--- config.mk ---
export PLATFORM = sky130hd
export DESIGN_NAME = id_ex_stage
export DESIGN_NICKNAME = d
export VERILOG_FILES = /design/src/rtl/pipe_pkg.sv /design/src/rtl/fwd_unit.sv /design/src/rtl/id_ex_stage.sv
export SDC_FILE = /design/constraint.sdc
export NUM_CORES = 1
export LEC_CHECK = 0
export CAP_MARGIN = 10
export CELL_PAD_IN_SITES_DETAIL_PLACEMENT = 0
export CELL_PAD_IN_SITES_GLOBAL_PLACEMENT = 1
export CORE_MARGIN = 3
export CORE_UTILIZATION = 31
export DETAILED_ROUTE_END_ITERATION = 12
export GPL_TIMING_DRIVEN = 0
export PLACE_DENSITY_LB_ADDON = 0.1
export REMOVE_ABC_BUFFERS = 1
export SLEW_MARGIN = 20
export SYNTH_ARGS = -nofsm -noshare
export SYNTH_HDL_FRONTEND = slang
export SYNTH_SLANG_ARGS = --single-unit
export TNS_END_PERCENT = 20
--- constraint.sdc ---
create_clock -name clk -period 2.9 [get_ports clk]
set_input_delay 0.725 -clock clk [delete_from_list [all_inputs] [get_ports clk]]
set_output_delay 0.725 -clock clk [all_outputs]
set_load 0.01 [all_outputs]
--- src/rtl/pipe_pkg.sv ---
// Shared constants for the pipelined MIPS core.
// Holds the datapath and register-address widths, the ALU control width and
// the encodings of the EX operand-mux forwarding selects.
package pipe_pkg;

    localparam int DW  = 32;  // datapath width
    localparam int RW  = 5;   // register-address width
    localparam int ACW = 3;   // ALUControl width

    localparam logic [1:0] FWD_REG = 2'b00;  // operand from register file
    localparam logic [1:0] FWD_WB  = 2'b01;  // operand from WB result
    localparam logic [1:0] FWD_MEM = 2'b10;  // operand from MEM ALU result

endpackage

--- src/rtl/fwd_unit.sv ---
// Operand-forwarding select generation for the EX operand muxes.
// Latency: purely combinational, zero cycles.
// Backpressure: none; selects follow the EX slot and the MEM/WB writers.
module fwd_unit
    import pipe_pkg::*;
#(
    parameter int RW = pipe_pkg::RW
) (
    input  logic          valid,
    input  logic [RW-1:0] rs,
    input  logic [RW-1:0] rt,
    input  logic          reg_write_mem,
    input  logic [RW-1:0] write_reg_mem,
    input  logic          reg_write_wb,
    input  logic [RW-1:0] write_reg_wb,
    output logic [1:0]    fa,
    output logic [1:0]    fb
);

    logic mem_live;
    logic wb_live;

    // A writer only forwards if it really writes and its target is not $0.
    assign mem_live = reg_write_mem & (write_reg_mem != '0);
    assign wb_live  = reg_write_wb  & (write_reg_wb  != '0);

    // A-side select: MEM result wins over WB; bubbles never forward.
    always_comb begin
        fa = FWD_REG;
        if (valid) begin
            if (mem_live && (write_reg_mem == rs)) begin
                fa = FWD_MEM;
            end else if (wb_live && (write_reg_wb == rs)) begin
                fa = FWD_WB;
            end
        end
    end

    // B-side select: same priority rule against the Rt field.
    always_comb begin
        fb = FWD_REG;
        if (valid) begin
            if (mem_live && (write_reg_mem == rt)) begin
                fb = FWD_MEM;
            end else if (wb_live && (write_reg_wb == rt)) begin
                fb = FWD_WB;
            end
        end
    end

endmodule

--- src/rtl/id_ex_stage.sv ---
// ID/EX pipeline register with load-use hazard detection and forwarding selects.
// Latency: one cycle ID->EX; a load-use hazard inserts exactly one bubble.
// Backpressure: Stall_Id holds PC and IF/ID while a bubble enters EX; Flush_Ex overrides.
module id_ex_stage
    import pipe_pkg::*;
#(
    parameter int DW = pipe_pkg::DW,
    parameter int RW = pipe_pkg::RW,
    parameter int CW = 32
) (
    input  logic            clk,
    input  logic            rst,
    input  logic [DW-1:0]   DataOne_Id,
    input  logic [DW-1:0]   DataTwo_Id,
    input  logic [DW-1:0]   SignImm_Id,
    input  logic [RW-1:0]   Rs_Id,
    input  logic [RW-1:0]   Rt_Id,
    input  logic [RW-1:0]   Rd_Id,
    input  logic            RegWrite_Id,
    input  logic            MemtoReg_Id,
    input  logic            MemWrite_Id,
    input  logic            ALUSrc_Id,
    input  logic            RegDst_Id,
    input  logic [ACW-1:0]  ALUControl_Id,
    input  logic            Flush_Ex,
    input  logic            RegWrite_Mem,
    input  logic [RW-1:0]   WriteReg_Mem,
    input  logic            RegWrite_Wb,
    input  logic [RW-1:0]   WriteReg_Wb,
    output logic [DW-1:0]   DataOne_Ex,
    output logic [DW-1:0]   DataTwo_Ex,
    output logic [DW-1:0]   SignImm_Ex,
    output logic [RW-1:0]   Rs_Ex,
    output logic [RW-1:0]   Rt_Ex,
    output logic [RW-1:0]   Rd_Ex,
    output logic            RegWrite_Ex,
    output logic            MemtoReg_Ex,
    output logic            MemWrite_Ex,
    output logic            ALUSrc_Ex,
    output logic [ACW-1:0]  ALUControl_Ex,
    output logic [RW-1:0]   WriteReg_Ex,
    output logic            Valid_Ex,
    output logic [1:0]      FA,
    output logic [1:0]      FB,
    output logic            Stall_Id,
    output logic [CW-1:0]   StallCount
);

    logic            RegDst_Ex;
    logic            bubble;
    logic [CW-1:0]   count_one;

    assign count_one = {{(CW-1){1'b0}}, 1'b1};

    // A load in EX whose target feeds the instruction in ID cannot be forwarded in time.
    assign Stall_Id = Valid_Ex & MemtoReg_Ex & RegWrite_Ex & (Rt_Ex != '0)
                    & ((Rt_Ex == Rs_Id) | (Rt_Ex == Rt_Id));

    // A redirect squashes the slot regardless of the hold; both load an all-zero bubble.
    assign bubble = Stall_Id | Flush_Ex;

    assign WriteReg_Ex = RegDst_Ex ? Rd_Ex : Rt_Ex;

    // EX slot register: bubble clears everything, otherwise capture the ID bundle.
    always_ff @(posedge clk or negedge rst) begin
        if (!rst) begin
            DataOne_Ex    <= '0;
            DataTwo_Ex    <= '0;
            SignImm_Ex    <= '0;
            Rs_Ex         <= '0;
            Rt_Ex         <= '0;
            Rd_Ex         <= '0;
            RegWrite_Ex   <= 1'b0;
            MemtoReg_Ex   <= 1'b0;
            MemWrite_Ex   <= 1'b0;
            ALUSrc_Ex     <= 1'b0;
            RegDst_Ex     <= 1'b0;
            ALUControl_Ex <= '0;
            Valid_Ex      <= 1'b0;
        end else if (bubble) begin
            DataOne_Ex    <= '0;
            DataTwo_Ex    <= '0;
            SignImm_Ex    <= '0;
            Rs_Ex         <= '0;
            Rt_Ex         <= '0;
            Rd_Ex         <= '0;
            RegWrite_Ex   <= 1'b0;
            MemtoReg_Ex   <= 1'b0;
            MemWrite_Ex   <= 1'b0;
            ALUSrc_Ex     <= 1'b0;
            RegDst_Ex     <= 1'b0;
            ALUControl_Ex <= '0;
            Valid_Ex      <= 1'b0;
        end else begin
            DataOne_Ex    <= DataOne_Id;
            DataTwo_Ex    <= DataTwo_Id;
            SignImm_Ex    <= SignImm_Id;
            Rs_Ex         <= Rs_Id;
            Rt_Ex         <= Rt_Id;
            Rd_Ex         <= Rd_Id;
            RegWrite_Ex   <= RegWrite_Id;
            MemtoReg_Ex   <= MemtoReg_Id;
            MemWrite_Ex   <= MemWrite_Id;
            ALUSrc_Ex     <= ALUSrc_Id;
            RegDst_Ex     <= RegDst_Id;
            ALUControl_Ex <= ALUControl_Id;
            Valid_Ex      <= 1'b1;
        end
    end

    // Count only stalls that actually hold the front end; saturate rather than wrap.
    always_ff @(posedge clk or negedge rst) begin
        if (!rst) begin
            StallCount <= '0;
        end else if (Stall_Id && !Flush_Ex && (StallCount != '1)) begin
            StallCount <= StallCount + count_one;
        end
    end

    fwd_unit #(
        .RW (RW)
    ) u_fwd (
        .valid         (Valid_Ex),
        .rs            (Rs_Ex),
        .rt            (Rt_Ex),
        .reg_write_mem (RegWrite_Mem),
        .write_reg_mem (WriteReg_Mem),
        .reg_write_wb  (RegWrite_Wb),
        .write_reg_wb  (WriteReg_Wb),
        .fa            (FA),
        .fb            (FB)
    );

endmodule

==> results.py <==
metrics = {
    "setup_path": {
        "rrSetupSlack_ns": 0.33,
        "critical_path_peak_fanout": 2,
        "crit_path_start": "RegWrite_Wb",
        "worst_ep_required_time_ns": 2.17,
        "critical_path_arrival_ns": 2.16,
        "reg2reg_to": "StallCount[22]",
        "rr_startpoint": "Rt_Ex[0]",
        "worst_r2r_path_depth": 8,
        "worst_setup_path_start_kind": "input port",
        "worst_setup_path_end_kind": "output port",
        "worst-setup-path-type": "in -> out",
    },
    "synth": {
        "yosys_warnings": 0,
        "netlist-cell-type-count": 34,
        "synth_enable_flop_cells": 0,
        "netlist_top_cells_area": "sky130_fd_sc_hd__dfrtp_1, sky130_fd_sc_hd__and2_1, sky130_fd_sc_hd__xor2_1, sky130_fd_sc_hd__xnor2_1, sky130_fd_sc_hd__buf_6",
        "post-synth-top-area-fraction_pct": 64.0,
        "synth.top_cells.by_count": "sky130_fd_sc_hd__dfrtp_1, sky130_fd_sc_hd__and2_1, sky130_fd_sc_hd__xor2_1, sky130_fd_sc_hd__xnor2_1, sky130_fd_sc_hd__nand3_1",
        "synthDominantAreaCellType": "sky130_fd_sc_hd__dfrtp_1",
        "synth-main-ff-cell": "sky130_fd_sc_hd__dfrtp_1",
        "synth-seq-cells": 152,
        "synth.cell_area_um2": 5940,
        "synthesis.area_per_instance_um2": 13.0,
        "ys_async_sr_fraction_pct": 100,
        "synth.most_common_cell": "sky130_fd_sc_hd__dfrtp_1",
        "synth_seq_area_share_pct": 64.0,
        "number_of_instances_in_the_synthesized_netlist": 456,
    },
    "cts": {
        "htree_num_levels": 4,
        "insertion_delay_ns": 0.42,
        "ctsLongestPathBuffers": 2,
        "cts.clk_slew.worst_paths_ns": 0.06,
        "numClockSinks": 152,
        "clock_tree_from_tritoncts": "done",
        "clock_buffers_created_by_tritoncts": 17,
        "cts_root_buffer": "sky130_fd_sc_hd__clkbuf_16",
    },
    "floorplanning": {
        "area_enclosed_by_the_die_boundary_um2": 20900,
        "start_util_pct": 31.7,
        "placeableCoreArea_um2": 18800,
        "io_pins": 295,
        "row_count": 50,
        "die-width_um": 144,
        "floorplan.die.height_um": 144,
    },
    "layout": {
        "fin_cells": 1006,
        "drive_above_1_share_pct": 9.20,
        "fillCellCount": 1677,
        "inserted_diodes": 0,
        "seq_area_um2": 3800,
        "layout.nets": 895,
        "final_area_um2": 9810,
        "layout-area-overhead-vs-synth_pct": 65.1,
        "multi_input_comb_area_um2": 2040,
    },
    "sta": {
        "grt_setup_unrepaired": "yes",
        "timing_worst_slew_pin_value_ns": 0.704,
        "report.final.slew_viol_count": 0,
        "worst_setup_slack_after_layout_ns": 0.0190,
        "setup-tns-final_ns": 0,
        "finalSetupViolations": 0,
        "final-hold-violation-count": 0,
        "slew-limit-headroom_pct": 52.4,
        "timing.final.crit_period_ns": 2.88,
        "final.period_utilization_pct": 99.3,
        "fmaxAchievable_mhz": 347,
        "timing.clock.skew_ns": 0.0104,
        "finalHoldWorstSlack_ns": 0.228,
    },
    "placed_design": {
        "dpl_worst_slack_ns": -0.800,
        "dpl_cell_area_um2": 9160,
        "detailed_place_hpwl_um": 13300,
        "numPortBuffers": 294,
        "place_congestion": 0.811,
        "dp.cells": 971,
    },
    "global_route": {
        "grt_use_met3_pct": 10.4,
        "globalRoute.busiestLayer": "met2",
        "grt_start_max_net_pins": 91,
        "grt_usage_pct": 17.2,
        "grt_util_met1_pct": 18.9,
        "grt_antenna_before_repair": 1,
        "grtUsageMet2_pct": 28.1,
        "grt_overflow": 0,
        "number_of_global_route_vias_before_repair": 4779,
        "grt_pass1_wl_um": 27000,
    },
    "routing": {
        "postRouteWirelength_um": 17600,
        "detail-route-antenna-nets": 0,
        "via_density": 4.45,
        "num_vias": 4476,
        "drt_iter0_markers": 184,
        "first_pass_iteration_count_of_the_detailed_router": 4,
        "route.detailed.drc": 0,
        "wire_per_inst_um": 17.5,
    },
    "job": {
        "timing.max_cap.violations": 0,
    },
    "worst_hold_path": {
        "hold_class": "in -> async",
    },
    "pwr": {
        "powerDensity_nw_per_um2": 524,
        "peakVddDrop_mv": 0.395,
        "cellLeakagePower_uw": 0.00424,
    },
    "run_status": {
        "run_status": "complete, no violations",
    },
}
## flip-flops by register name, indices dropped and copies added, names as in the netlist
register       count
DataOne_Ex        32
SignImm_Ex        32
ALUControl_Ex      3
MemWrite_Ex        1
Valid_Ex           1
Rd_Ex              5
StallCount        32
DataTwo_Ex        32
RegWrite_Ex        1
MemtoReg_Ex        1
RegDst_Ex          1
ALUSrc_Ex          1
Rt_Ex              5
Rs_Ex              5
## final cells by class
cell class	count	area share [%]
Inverter	1	0.0383
Multi-Input combinational cell	285	20.7
Clock inverter	13	1.73
Timing Repair Buffer	303	31.3
Tap cell	234	2.98
Clock buffer	18	4.37
Sequential cell	152	38.8
## power breakdown
part | switching, uW | total, uW | internal (uW)
sequential | 45.2 | 2250 | 2210
combinational | 243 | 641 | 398
clock | 891 | 2250 | 1360
total | 1180 | 5150 | 3970
## worst max-delay path: stages
cell and delay (ns):
sky130_fd_sc_hd__clkdlybuf4s50_1 0.46, sky130_fd_sc_hd__o211ai_1 0.09, sky130_fd_sc_hd__or4_1 0.45, sky130_fd_sc_hd__nor4_2 0.26, sky130_fd_sc_hd__buf_2 0.16
## worst max path at each step
stage / end / slack (ns)
floorplan: FA[0] / 0.21
global placement: SignImm_Ex[6] / -5.11
detailed placement: FB[0] / -0.80
CTS: FA[1] / -0.002
global route: FB[0] / -0.04
finish: FB[0] / 0.02
## cells in the final DEF (no fill, tap or decap), types with 2 or more instances in the layout
cell type | synthesis | layout
sky130_fd_sc_hd__nand3_1 | 18 | 18
sky130_fd_sc_hd__nor4_4 | 1 | 2
sky130_fd_sc_hd__nor2_1 | 10 | 10
sky130_fd_sc_hd__xor2_1 | 31 | 31
sky130_fd_sc_hd__buf_4 | 0 | 4
sky130_fd_sc_hd__and3_1 | 10 | 10
sky130_fd_sc_hd__nor4_2 | 1 | 4
sky130_fd_sc_hd__dlygate4sd2_1 | 0 | 8
sky130_fd_sc_hd__dfrtp_1 | 152 | 151
sky130_fd_sc_hd__and4_1 | 3 | 3
sky130_fd_sc_hd__nor3_2 | 2 | 4
sky130_fd_sc_hd__inv_6 | 0 | 3
sky130_fd_sc_hd__clkdlybuf4s15_2 | 0 | 2
sky130_fd_sc_hd__clkinv_2 | 0 | 2
sky130_fd_sc_hd__clkbuf_2 | 0 | 2
sky130_fd_sc_hd__buf_16 | 0 | 4
sky130_fd_sc_hd__xnor2_1 | 29 | 29
sky130_fd_sc_hd__or4_4 | 1 | 2
sky130_fd_sc_hd__or4_1 | 4 | 3
sky130_fd_sc_hd__nor4_1 | 7 | 3
sky130_fd_sc_hd__clkdlybuf4s50_1 | 0 | 278
sky130_fd_sc_hd__clkbuf_16 | 0 | 17
sky130_fd_sc_hd__and2_1 | 122 | 122
sky130_fd_sc_hd__nor3_1 | 4 | 2
sky130_fd_sc_hd__mux2_2 | 6 | 6
sky130_fd_sc_hd__buf_2 | 6 | 3
sky130_fd_sc_hd__clkinv_4 | 0 | 5
sky130_fd_sc_hd__nand2_1 | 12 | 12
sky130_fd_sc_hd__nand4_1 | 11 | 11
sky130_fd_sc_hd__bufinv_16 | 0 | 3
sky130_fd_sc_hd__nor2_4 | 2 | 2
## cell families after synthesis
family | synth area share [%]
buf+inv | 2.72
xor+xnor | 8.84
fa+ha+maj | 0.211
simple gates | 22.0
mux | 1.14
compound gates | 1.05
flops | 64.0
## repair_timing
item / 4_1_cts / 5_1_grt
hold buffers: 0 / 0
resized for setup: 41 / 4
buffers inserted: 2 / 2
pin swaps: 12 / 5
endpoints found under the hold margin: 0 / 0
setup endpoints to repair: 5 / 5
## per-layer routing
metal	routed length (um)	vias to the layer above
li1	-	2100
met5	0	-
met4	184	0
met2	8770	193
met3	2210	13
met1	6400	2170
## stage by stage
step | util (%) | total power [uW]
CTS | 52.3 | 5240
global route | 52.3 | 5400
global placement | 48.1 | 2910
detailed placement | 48.8 | 2940
floorplan | - | 2450
finish | 52.3 | 5150
(Power assumes the default switching activity.)
==> edit 1: new RTL, same settings <==
Change the package constant `RW` from 5 to 4.
--- a/src/rtl/pipe_pkg.sv
+++ b/src/rtl/pipe_pkg.sv
@@ -4,7 +4,7 @@
 package pipe_pkg;
 
     localparam int DW  = 32;  // datapath width
-    localparam int RW  = 5;   // register-address width
+    localparam int RW  = 4;   // register-address width
     localparam int ACW = 3;   // ALUControl width
 
     localparam logic [1:0] FWD_REG = 2'b00;  // operand from register file
Interface: changed (9 resized); port bits go from 295 to 286. No check against the original RTL was run, so the function may have changed too.
==> edit 1 against the original RTL <==
  * Hold slack better by 0.021 ns
  * First-iteration DRC count is 26% lower
  * Area after synthesis decreased by 3.3%
  * Cell area decreased by 2.5%
  * Sequential cell count shrank 3
  * Worst setup slack improved by 0.048 ns
  * Routed wire length fell by 3.2%
  * Power grew 0.57%
==> edit 1: results (changes against the original RTL) <==
run_status: "complete, no violations"  # unchanged
grt_max_degree: 78  # was 91
p_sw_frac: 0.224  # was 0.229
clock_skew_ns: 0.0127  # was 0.0104 ns
gr-total-overflow: 0  # unchanged
drt-met1-wl_mm: 6.22  # was 6.40 mm
path_clk_slew_ns: 0.06  # about the same
synth_xor_area_frac: 0.0823  # was 0.0884
grt_pass1_wl_mm: 26.5  # was 27.0 mm
fin_nets: 867  # was 895
async_flop_share: 1.00  # unchanged
met3_length_mm: 2.09  # was 2.21 mm
via_per_inst: 4.43  # was 4.45
crit_family: "buffers and inverters"  # was simple AND/OR/NAND/NOR gates
wl_met2_mm: 8.45  # was 8.77 mm
routed.top_layer: "met5"  # was met4
synth_seq_area_share: 0.649  # was 0.640
drive_gt1_frac: 0.0828  # was 0.0920
min_path_type: "primary input to async pin"  # unchanged
r2r_cells: 7  # was 8
place_hpwl_mm: 12.7  # was 13.3 mm
worst-path-max-fanout: 2  # unchanged
rrSetupSlack_ns: 0.43  # was 0.33 ns
drt-total-wl_mm: 17.0  # was 17.6 mm
grtUsageTotal: 0.173  # was 0.172
worstPathArrival_ns: 2.11  # was 2.16 ns
synth_warnings: 0  # unchanged
ys_types: 35  # was 34
cpPeakStageDelay_ns: 0.43  # was 0.46 ns
worstSkewPairLatency_ns: 0.42  # about the same
wire_per_inst_um: 17.4  # was 17.5 um
whs_ns: 0.249  # was 0.228 ns
cpMaxStageDelayCell: "clkdlybuf4s50_1"  # unchanged
ys_top_cells_by_area: "dfrtp_1, and2_1, xnor2_1, xor2_1, nand4_1"  # was dfrtp_1, and2_1, xor2_1, xnor2_1, buf_6
cts_made_buffers: 17  # unchanged
synth_compound_area_frac: 0.00958  # was 0.0105
htree_levels: 4  # unchanged
synthesis.instances: 449  # was 456
tightest_slew_ns: 0.687  # was 0.704 ns
grt_pass1_vias: 4686  # was 4779
drt_iter0_markers: 136  # was 184
antenna_found_initial: 1  # unchanged
yosys.area_share.adder: 0.00218  # was 0.00211
numPortBuffers: 285  # was 294
place_inst: 946  # was 971
power.leakage_uw: 0.00415  # was 0.00424 uW
cts_root_buf: "clkbuf_16"  # unchanged
synth.area.mux_share: 0.00980  # was 0.0114
timing.rr.end: "StallCount[14]"  # was StallCount[22]
gp_congestion: 0.836  # was 0.811
netlist_top_cells_count: "dfrtp_1, and2_1, xnor2_1"  # was dfrtp_1, and2_1, xor2_1
pre_cts_ws_ns: -0.473  # was -0.800 ns
dr.pass1.iters: 4  # unchanged
clock_path_buffers: 2  # unchanged
ir_worst_vdd_mv: 0.410  # was 0.395 mV
antenna_cells: 0  # unchanged
fillerInstances: 1563  # was 1677
timing.rr.start: "Rt_Ex[2]"  # was Rt_Ex[0]
-- edit 1: how the worst max path moves through the flow --
| stage | start | to | slack (ns) | cells after the start |
|---|---|---|---|---|
| floorplan | Rs_Id[0] | ALUControl_Ex[0] | -0.16 | 6 |
| global placement | rst | DataTwo_Ex[6] | -5.02 | 1 |
| detailed placement | WriteReg_Mem[1] | FB[0] | -0.47 | 5 |
| CTS | Rs_Id[2] | Stall_Id | 0.02 | 6 |
| finish | Rs_Id[2] | Stall_Id | 0.07 | 6 |
| global route | Rs_Id[2] | Stall_Id | 0.0005 | 6 |
-- edit 1: kinds of logic (layout without fill, tap and decap cells) --
family                   Yosys count  after routing
XOR/XNOR                          54             54
AO/OA/AOI/OAI                      5              5
multiplexers                       5              5
AND/OR/NAND/NOR                  212            212
buffers and inverters             23            323
flip-flops                       149            149
adder cells (fa/ha/maj)            1              1
-- edit 1: repair_timing --
item                       4_1_cts  5_1_grt
setup endpoints to repair        5        2
pin swaps                        4        0
gates resized for setup         17        2
buffers inserted                 1        0
-- edit 1: area by class of cell --
| cell class | instances | share of cell area |
|---|---|---|
| Timing Repair Buffer | 290 | 0.310 |
| Tap cell | 229 | 0.0299 |
| Sequential cell | 149 | 0.390 |
| Clock buffer | 18 | 0.0459 |
| Inverter | 2 | 0.000785 |
| Multi-Input combinational cell | 277 | 0.203 |
| Clock inverter | 13 | 0.0207 |
-- edit 1: layer usage --
| layer | up-vias | track usage |
|---|---|---|
| met5 | - | 0 |
| met4 | 2 | 0.0495 |
| met3 | 20 | 0.103 |
| met2 | 191 | 0.285 |
| met1 | 2074 | 0.187 |
| li1 | 2045 | - |
-- edit 1: stage by stage --
| stage | total power [uW] | TNS [ns] | cell area, um2 |
|---|---|---|---|
| after CTS | 5250 | 0 | 9560 |
| after global placement | 2830 | -1002.14 | 8780 |
| after floorplan | 2390 | -18.70 | 5640 |
| final | 5170 | 0 | 9570 |
| after global routing | 5400 | 0 | 9570 |
| after detailed placement | 2860 | -10.37 | 8900 |
-- edit 1: worst register-to-register path: stages (launching register included) --
cell and delay [ns]:
dfrtp_1 0.49, xor2_1 0.22, nor4_2 0.35, o21ai_2 0.13
buf_4 0.17, a311oi_4 0.63, nand4_1 0.22, xnor2_1 0.16
-- edit 1: power by group through the flow --
stage                     clock (uW)  combinational (uW)  sequential, uW
after floorplan                    0                 109            2280
after global placement             0                 590            2240
after detailed placement           0                 614            2240
after CTS                       2430                 616            2200
after global routing            2540                 656            2210
final                           2370                 604            2200
==> edit 2: new RTL, same flow settings <==
Without the edit above. Register the output `StallCount` once more, with the module's reset; this adds one clock of latency there. The other outputs are not delayed to match.
--- a/src/rtl/id_ex_stage.sv
+++ b/src/rtl/id_ex_stage.sv
@@ -45,6 +45,8 @@
     output logic            Stall_Id,
     output logic [CW-1:0]   StallCount
 );
+
+    logic [CW-1:0] StallCount_s0;
 
     logic            RegDst_Ex;
     logic            bubble;
@@ -111,9 +113,9 @@
     // Count only stalls that actually hold the front end; saturate rather than wrap.
     always_ff @(posedge clk or negedge rst) begin
         if (!rst) begin
-            StallCount <= '0;
-        end else if (Stall_Id && !Flush_Ex && (StallCount != '1)) begin
-            StallCount <= StallCount + count_one;
+            StallCount_s0 <= '0;
+        end else if (Stall_Id && !Flush_Ex && (StallCount_s0 != '1)) begin
+            StallCount_s0 <= StallCount_s0 + count_one;
         end
     end
 
@@ -131,5 +133,13 @@
         .fb            (FB)
     );
 
+    always_ff @(posedge clk or negedge rst) begin
+        if (!rst) begin
+            StallCount <= '0;
+        end else begin
+            StallCount <= StallCount_s0;
+        end
+    end
+
 endmodule
 
Behaviour: not the same (Yosys sat finds a counterexample within 4 cycles, from zero or initial values and one cycle with rst low).
==> edit 2 against the original RTL <==
  * Area after synthesis is 13% higher
  * Sequential cell count is 32 higher
  * Routed wire length is 7.9% higher
  * Power is 12% higher
  * Worst setup slack better by 0.025 ns
  * Register-to-register slack worse by 0.05 ns
  * Cell area is 8.4% higher
  * Sequential power is 20% higher
  * Utilization is 2.1 points lower
  * Largest cell class unchanged
  * Highest routed layer is now met5
==> edit 2: results (changes against the original RTL) <==
synth_seq_area_share: 0.683  # was 0.640
worstPathArrival_ns: 2.13  # was 2.16 ns
timing.rr.end: "StallCount_s0[11]"  # was StallCount[22]
grt_pass1_vias: 5251  # was 4779
antenna_cells: 0  # unchanged
fin_nets: 926  # was 895
synthesis.instances: 488  # was 456
place_hpwl_mm: 14.1  # was 13.3 mm
run_status: "complete, no violations"  # unchanged
worst-path-max-fanout: 3  # was 2
drt_iter0_markers: 145  # was 184
htree_levels: 4  # unchanged
ys_top_cells_by_area: "dfrtp_1, and2_1, xor2_1, xnor2_1, buf_6"  # unchanged
ys_types: 34  # unchanged
yosys.area.top_type: "dfrtp_1"  # unchanged
min_path_type: "primary input to async pin"  # unchanged
fillerInstances: 1939  # was 1677
timing.rr.start: "Rt_Ex[0]"  # unchanged
clock_path_buffers: 2  # unchanged
path_clk_slew_ns: 0.08  # was 0.06 ns
tightest_slew_ns: 0.784  # was 0.704 ns
synth_warnings: 0  # unchanged
wire_per_inst_um: 17.6  # was 17.5 um
antenna_found_initial: 1  # unchanged
power.leakage_uw: 0.00469  # was 0.00424 uW
drt-total-wl_mm: 19.0  # was 17.6 mm
whs_ns: 0.255  # was 0.228 ns
place_inst: 1043  # was 971
pre_cts_ws_ns: -0.769  # was -0.800 ns
vias: 4733  # was 4476
numPortBuffers: 294  # unchanged
grtUsageTotal: 0.165  # was 0.172
r2r_cells: 7  # was 8
worstSkewPairLatency_ns: 0.43
async_flop_share: 1.00  # unchanged
netlist_top_cells_count: "dfrtp_1, and2_1, xor2_1"  # unchanged
cts_made_buffers: 17  # unchanged
ir_worst_vdd_mv: 0.376  # was 0.395 mV
grt_max_degree: 102  # was 91
grt_pass1_wl_mm: 30.1  # was 27.0 mm
dr.pass1.iters: 4  # unchanged
gp_congestion: 0.830  # was 0.811
rrSetupSlack_ns: 0.28  # was 0.33 ns
cts_root_buf: "clkbuf_16"  # unchanged
drive_gt1_frac: 0.0883  # was 0.0920
clock_skew_ns: 0.0141  # was 0.0104 ns
-- edit 2: cell types whose count changed in the layout (fill, tap and decap cells not counted), moves of 3 or more --
cell and change:
buf_16 -3, clkdlybuf4s15_1 +3, clkinv_4 -3, clkinv_8 +4, dfrtp_1 +32, dlygate4sd2_1 -5
-- edit 2: worst max-delay path by stage --
stage / slack, ns / to / from
3_5_place_dp: -0.77 / FB[0] / WriteReg_Mem[0]
4_1_cts: 0.001 / FB[0] / WriteReg_Mem[4]
5_1_grt: -0.01 / FB[0] / WriteReg_Mem[3]
3_3_place_gp: -6.46 / ALUControl_Ex[1] / rst
2_1_floorplan: 0.21 / FA[0] / WriteReg_Mem[0]
6_report: 0.04 / FB[0] / WriteReg_Mem[3]
-- edit 2: kinds of logic (layout without fill, tap and decap cells) --
group	Yosys count	in the layout	share of synthesized area
XOR/XNOR	60	60	0.0779
AO/OA/AOI/OAI	6	6	0.00928
buffers and inverters	19	335	0.0239
flip-flops	184	184	0.683
adder cells (fa/ha/maj)	1	1	0.00186
AND/OR/NAND/NOR	212	212	0.194
multiplexers	6	6	0.0100
-- edit 2: per-stage QoR --
stage / util / area (um2) / TNS, ns
2_1_floorplan: - / 6590 / 0
3_3_place_gp: 0.465 / 9870 / -1332.47
3_5_place_dp: 0.469 / 9960 / -20.40
4_1_cts: 0.501 / 10600 / 0
5_1_grt: 0.501 / 10600 / -0.0105
6_report: 0.501 / 10600 / 0
-- edit 2: repair_timing --
item / in CTS / in global routing
gates resized for setup: 39 / 20
setup buffers: 4 / 0
pin swaps: 8 / 8
endpoints found under the setup margin: 5 / 5
-- edit 2: layout make-up --
class                           count  share of cell area
Clock inverter                     15              0.0195
Inverter                            1            0.000353
Tap cell                          275              0.0323
Multi-Input combinational cell    285               0.190
Timing Repair Buffer              302               0.285
Sequential cell                   184               0.433
Clock buffer                       17              0.0400
-- edit 2: metal layers --
| metal | track usage | wire (um) | vias up |
|---|---|---|---|
| li1 | - | - | 2196 |
| met1 | 0.186 | 7220 | 2318 |
| met2 | 0.263 | 9100 | 201 |
| met3 | 0.104 | 2420 | 16 |
| met4 | 0.0416 | 197 | 2 |
| met5 | 0 | 9 | - |
-- edit 2: where the power goes --
group / switching, uW / leakage (uW) / total (uW) / internal (uW)
logic: 251 / 0.00195 / 643 / 392
clock network: 1120 / 0.000304 / 2450 / 1330
registers: 45.9 / 0.00244 / 2700 / 2650
-- edit 2: worst max-delay path, cell delays in order --
cell and delay (ns):
buf_8 0.10, or4_4 0.54, o21ai_4 0.17, buf_6 0.12
nor4_4 0.03, nor4_1 0.26, buf_2 0.18
